File: src/rtl/pig_pkg.sv
// Constants and face-sequencing helper shared by the Pig game front end and controller.
package pig_pkg;

   localparam int unsigned DICE_W     = 4;
   localparam int unsigned DICE_MIN   = 1;
   localparam int unsigned DICE_MAX   = 6;
   localparam int unsigned ROLL_CNT_W = 8;

   typedef logic [DICE_W-1:0]     dice_t;
   typedef logic [ROLL_CNT_W-1:0] roll_cnt_t;

   function automatic dice_t next_face(input dice_t face);
      return (face == dice_t'(DICE_MAX)) ? dice_t'(DICE_MIN) : face + dice_t'(1);
   endfunction

endpackage

File: src/rtl/dice_roller_debounce.sv
// Two-flop synchronizer followed by a stable-level debouncer; reusable for any push-button.
module debounce #(
   parameter int unsigned DEBOUNCE_CYCLES = 16
) (
   input  logic clock,
   input  logic reset,
   input  logic in,
   output logic out
);

   localparam int unsigned     CNT_W    = (DEBOUNCE_CYCLES > 1) ? $clog2(DEBOUNCE_CYCLES) : 1;
   localparam logic [CNT_W-1:0] CNT_LAST = CNT_W'(DEBOUNCE_CYCLES - 1);

   logic             sync1_q;
   logic             sync2_q;
   logic [CNT_W-1:0] cnt_q;
   logic [CNT_W-1:0] cnt_d;
   logic             out_q;
   logic             out_d;

   always_ff @(posedge clock or posedge reset) begin
      if (reset) begin
         sync1_q <= 1'b0;
         sync2_q <= 1'b0;
         cnt_q   <= '0;
         out_q   <= 1'b0;
      end else begin
         sync1_q <= in;
         sync2_q <= sync1_q;
         cnt_q   <= cnt_d;
         out_q   <= out_d;
      end
   end

   // Any edge where the synchronized level matches the output restarts the count.
   always_comb begin
      cnt_d = '0;
      out_d = out_q;
      if (sync2_q != out_q) begin
         if (cnt_q == CNT_LAST) begin
            out_d = sync2_q;
         end else begin
            cnt_d = cnt_q + CNT_W'(1);
         end
      end
   end

   assign out = out_q;

endmodule

File: src/rtl/dice_roller.sv
// Pig game front end: debounced roll button, free-running die face, freeze pulse and roll counter.
module dice_roller
   import pig_pkg::*;
#(
   parameter int unsigned DEBOUNCE_CYCLES = 16
) (
   input  logic                  clock,
   input  logic                  reset,
   input  logic                  btn_roll,
   input  logic                  en_roll,
   output logic                  enable,
   output logic [DICE_W-1:0]     dice,
   output logic                  dice_valid,
   output logic [ROLL_CNT_W-1:0] roll_count
);

   dice_t     dice_q;
   dice_t     dice_d;
   logic      en_roll_q;
   logic      dice_valid_q;
   logic      dice_valid_d;
   roll_cnt_t roll_count_q;
   roll_cnt_t roll_count_d;

   debounce #(
      .DEBOUNCE_CYCLES(DEBOUNCE_CYCLES)
   ) u_debounce (
      .clock(clock),
      .reset(reset),
      .in   (btn_roll),
      .out  (enable)
   );

   always_ff @(posedge clock or posedge reset) begin
      if (reset) begin
         dice_q       <= dice_t'(DICE_MIN);
         en_roll_q    <= 1'b0;
         dice_valid_q <= 1'b0;
         roll_count_q <= '0;
      end else begin
         dice_q       <= dice_d;
         en_roll_q    <= en_roll;
         dice_valid_q <= dice_valid_d;
         roll_count_q <= roll_count_d;
      end
   end

   always_comb begin
      dice_d       = dice_q;
      dice_valid_d = en_roll_q & ~en_roll;
      roll_count_d = roll_count_q;
      if (en_roll) begin
         dice_d = next_face(dice_q);
      end
      if (dice_valid_q && (roll_count_q != '1)) begin
         roll_count_d = roll_count_q + roll_cnt_t'(1);
      end
   end

   assign dice       = dice_q;
   assign dice_valid = dice_valid_q;
   assign roll_count = roll_count_q;

endmodule

File: config.mk
export PLATFORM = sky130hd
export DESIGN_NAME = dice_roller
export DESIGN_NICKNAME = d
export VERILOG_FILES = /design/src/rtl/pig_pkg.sv /design/src/rtl/dice_roller_debounce.sv /design/src/rtl/dice_roller.sv
export SDC_FILE = /design/constraint.sdc
export NUM_CORES = 1
export LEC_CHECK = 0
export BUFFER_PORTS_ARGS = -buffer_cell sky130_fd_sc_hd__buf_2
export CORE_MARGIN = 1
export CORE_UTILIZATION = 51
export CTS_CLUSTER_SIZE = 20
export DETAILED_ROUTE_END_ITERATION = 10
export PLACE_DENSITY = 0.84
export SYNTH_ARGS = -nofsm -noshare
export SYNTH_HDL_FRONTEND = slang
export SYNTH_SLANG_ARGS = --single-unit
export TNS_END_PERCENT = 50
File: constraint.sdc
create_clock -name clock -period 1.7 [get_ports clock]
set_input_delay 0.085 -clock clock [delete_from_list [all_inputs] [get_ports clock]]
set_output_delay 0.085 -clock clock [all_outputs]
set_load 0.01 [all_outputs]
==> results list <==
- Actual slew at the worst max-slew pin: 327 ps
- Instance count after placement with tap cells included: 105
* Max Root-Sink Buffers: 2
* Fin. Hold Viols: 0
- Final std cells w/o fill: 112
* Number of instances resized during post-cts repair: 0
- Setup slack closes at 284 ps.
- In the global route stage, met1 resource usage came out at 19.9%.
* Die span in y: 43.8 µm
- For this run, the top clock speed supported by timing is 706 MHz.
- Global-route layer with the greatest usage: met2
- The flow ran to the end, but the final reports show violations.
- Leaving out fill and tap cells, the most frequent cell in the layout is dfrtp_1.
* H-Tree Depth: 1
* CTS tree: yes
- On the worst path, the slowest cell contributes a delay of 430 ps.
* Area Growth Syn to Fin: 19.0%
* Yosys warning count: 0
- Crit path DAT: 1600 ps
- FF+latch count, synth: 21
- The worst setup path is captured at a flip-flop.
- Routed WL per cell: 12.5 µm
- Residual overflow from global routing: 0
* Horizontal die dimension: 43.8 µm
* Unique masters post-synth: 28
- Counting the fill cells in the layout gives 126.
- Wire length of the first global-routing pass: 2290 µm
- IR analysis of the VDD net gives a maximum drop of 882 µV.
- Pre-CTS setup slack: 303 ps
- Number of clock buffers inserted by TritonCTS: 3
* Area taken by multi-input logic gates: 352 µm²
- Sequential cell area: 527 µm²
* Port bufs: 17
* Antenna Violating Nets Remaining: 0
- Max capacitance violation total: 0
* Worst Setup Start Kind: flip-flop
- The floorplan has 14 rows.
- Initial antenna violation count: 0
- For this design the top-level I/O count stands at 18.
* Min Hold Slack: 351 ps
- Required time reported for the critical path endpoint: 1880 ps
* Violations in the final reports: DRC
* Relative slew slack: 78.1%
* Worst-skew pair later-pin latency: 290 ps
- Worst clock skew: 2.07 ps
- Number of vias after detailed routing: 622
- For this design the static power due to leakage is 0.520 nW.
* Max-slew violation count: 0
- Minimum clock period: 1420 ps
- Routability-driven placement finished with a final weighted congestion of 0.846.
- Top cell family by delay on the critical path: flip-flops
* Power per cell area: 1380 mW/mm²
- Slowest stage cell on the critical path: dfrtp_1
- After layout, the worst path uses 83.3% of the clock period.
* Mapped Avg Cell Area: 12.5 µm²
- The worst setup path is of the reg -> reg kind.
- Syn_nets: 77
* RSZ-0062 raised after global routing: false
- Clock tree synthesis found a total of 21 sinks.
- Met2 Use GR: 28.1%
* Launch point of the worst reg-to-reg path: roll_count[0]
* Number of global-route vias before repair: 565
- Before antenna repair, the detailed router went through 8 iterations.
- Initial Util: 57.1%
- Count of endpoints failing setup in the final report: 0
* Final sum of negative setup slack: 0 ps
- R2r worst-path depth: 4
* Highest-count cells in the layout ignoring fill and taps: dfrtp_1, buf_2, a21oi_1, xnor2_1, xor2_1
- Entering global routing, the biggest net connects 22 pins.
* WP buf/inv: 0
* First DRT Iteration DRCs: 7
- Sequential share of the synthesized area: 59.2%
* Half-perimeter wire length of the detailed placement result: 983 µm
- Fraction of final layout cells sized beyond drive strength 1: 29.2%
* Synthesized instance count: 71
* Slack of the worst reg-to-reg path: 280 ps
- The synthesized netlist occupies a cell area of 890 µm².
- The region available for standard cell placement spans 0.00156 mm².
- In the routed design, unresolved DRC markers number 1.
* Vias per std cell: 5.55
- Antenna diode count: 0
- DIE AREA: 0.00192 mm²
- Walking the worst path, the cells encountered are ha_1 -> and3_1 -> nand4_1 -> mux2_2.
- Clock-pin slew was measured on the worst setup and hold paths at 100 ps.
- Global routing usage on met3: 2.50%
- Biggest fanout along the worst timing path: 4
* Worst min-delay path class: in -> async
- Final WL: 1400 µm
- The endpoint identified for the worst register-to-register timing path is roll_count[6].
* GRT Resource Usage Total: 16.8%
* CTS Root Cell: clkbuf_4
- Layout net count: 103
- In this run the worst setup path begins at roll_count[0].
## power breakdown
part	switching (W)	internal (W)	total [W]
combinational	0.000203	0.000209	0.000413
sequential	0.000183	0.000640	0.000823
clock	0.000131	0.0000911	0.000222
total	0.000518	0.000940	0.00146
## sequential cells by signal, indices dropped and copies added (netlist names)
signal	count
u_debounce.cnt_q	4
u_debounce.sync1_q	1
u_debounce.out	1
dice	4
dice_valid	1
u_debounce.sync2_q	1
roll_count	8
en_roll_q	1
## synthesized netlist by cell type
| cell | count | area share (%) |
|---|---|---|
| nor2_1 | 1 | 0.42 |
| and3_1 | 2 | 1.4 |
| mux2_1 | 1 | 1.3 |
| nand2_1 | 2 | 0.84 |
| dfrtp_1 | 20 | 56 |
| a21oi_1 | 6 | 3.4 |
| mux2_2 | 2 | 2.5 |
| xor2_1 | 4 | 3.9 |
| o21ai_2 | 1 | 0.98 |
| nor3b_1 | 1 | 0.84 |
| nand4_1 | 3 | 2.1 |
| and4_2 | 1 | 1.1 |
| ha_1 | 2 | 2.8 |
| a21o_1 | 1 | 0.84 |
| o21ai_0 | 1 | 0.56 |
| nand2b_1 | 2 | 1.4 |
| nand4b_1 | 1 | 0.98 |
| nor2b_1 | 2 | 1.4 |
| a41oi_1 | 1 | 0.98 |
| inv_1 | 3 | 1.3 |
| a31oi_1 | 2 | 1.4 |
| dfstp_2 | 1 | 3.0 |
| nor3_1 | 1 | 0.56 |
| a211oi_2 | 1 | 1.4 |
| nand3_1 | 2 | 1.1 |
| o211ai_1 | 1 | 0.84 |
| nand4_2 | 1 | 1.4 |
| xnor2_1 | 5 | 4.9 |
## worst max path at each step
stage | cells past startpoint | slack (ps) | endpoint
3_5_place_dp | 4 | 300 | roll_count[6]
6_report | 4 | 280 | roll_count[6]
4_1_cts | 4 | 290 | roll_count[6]
2_1_floorplan | 4 | 300 | roll_count[6]
3_3_place_gp | 4 | 330 | roll_count[6]
5_1_grt | 4 | 230 | roll_count[6]
## what timing repair did
| item | 4_1_cts | 5_1_grt |
|---|---|---|
| hold buffers | 3 | 0 |
| endpoints found under the hold margin | 22 | 0 |
| buffers inserted | 0 | 0 |
| setup endpoints to repair | 0 | 0 |
## cell families after synthesis
logic type | share of synthesized area [%]
compound gates | 10.4
xor+xnor | 8.86
fa+ha+maj | 2.81
buf+inv | 1.27
flops | 59.2
mux | 3.80
simple gates | 13.6
## through the flow
step	utilization, %	area (µm²)	total power (W)
2_1_floorplan	-	890	0.00105
3_3_place_gp	64.3	1000	0.00122
3_5_place_dp	64.3	1000	0.00124
4_1_cts	67.9	1060	0.00147
5_1_grt	67.9	1060	0.00156
6_report	67.9	1060	0.00146
## layout make-up
class	instances	share of cell area (%)
timing repair buffer	21	11.6
inverter	3	1.06
multi-input combinational	47	33.2
clock buffer	4	2.48
sequential	21	49.8
tap	16	1.89
## layer usage
layer	part of all wire, %	vias to the layer above	routed length [µm]
met2	50	13	696
met3	2.8	2	39
met5	0	-	0
met4	0.64	0	9
li1	-	310	-
met1	47	297	656
## worst register-to-register path: cells and delay by family (launching register included)
family	cells	cell delay [ps]
flip-flops	1	430
multiplexers	1	330
adder cells (fa/ha/maj)	1	250
AND/OR/NAND/NOR	2	310
(Power assumes the default switching activity.)
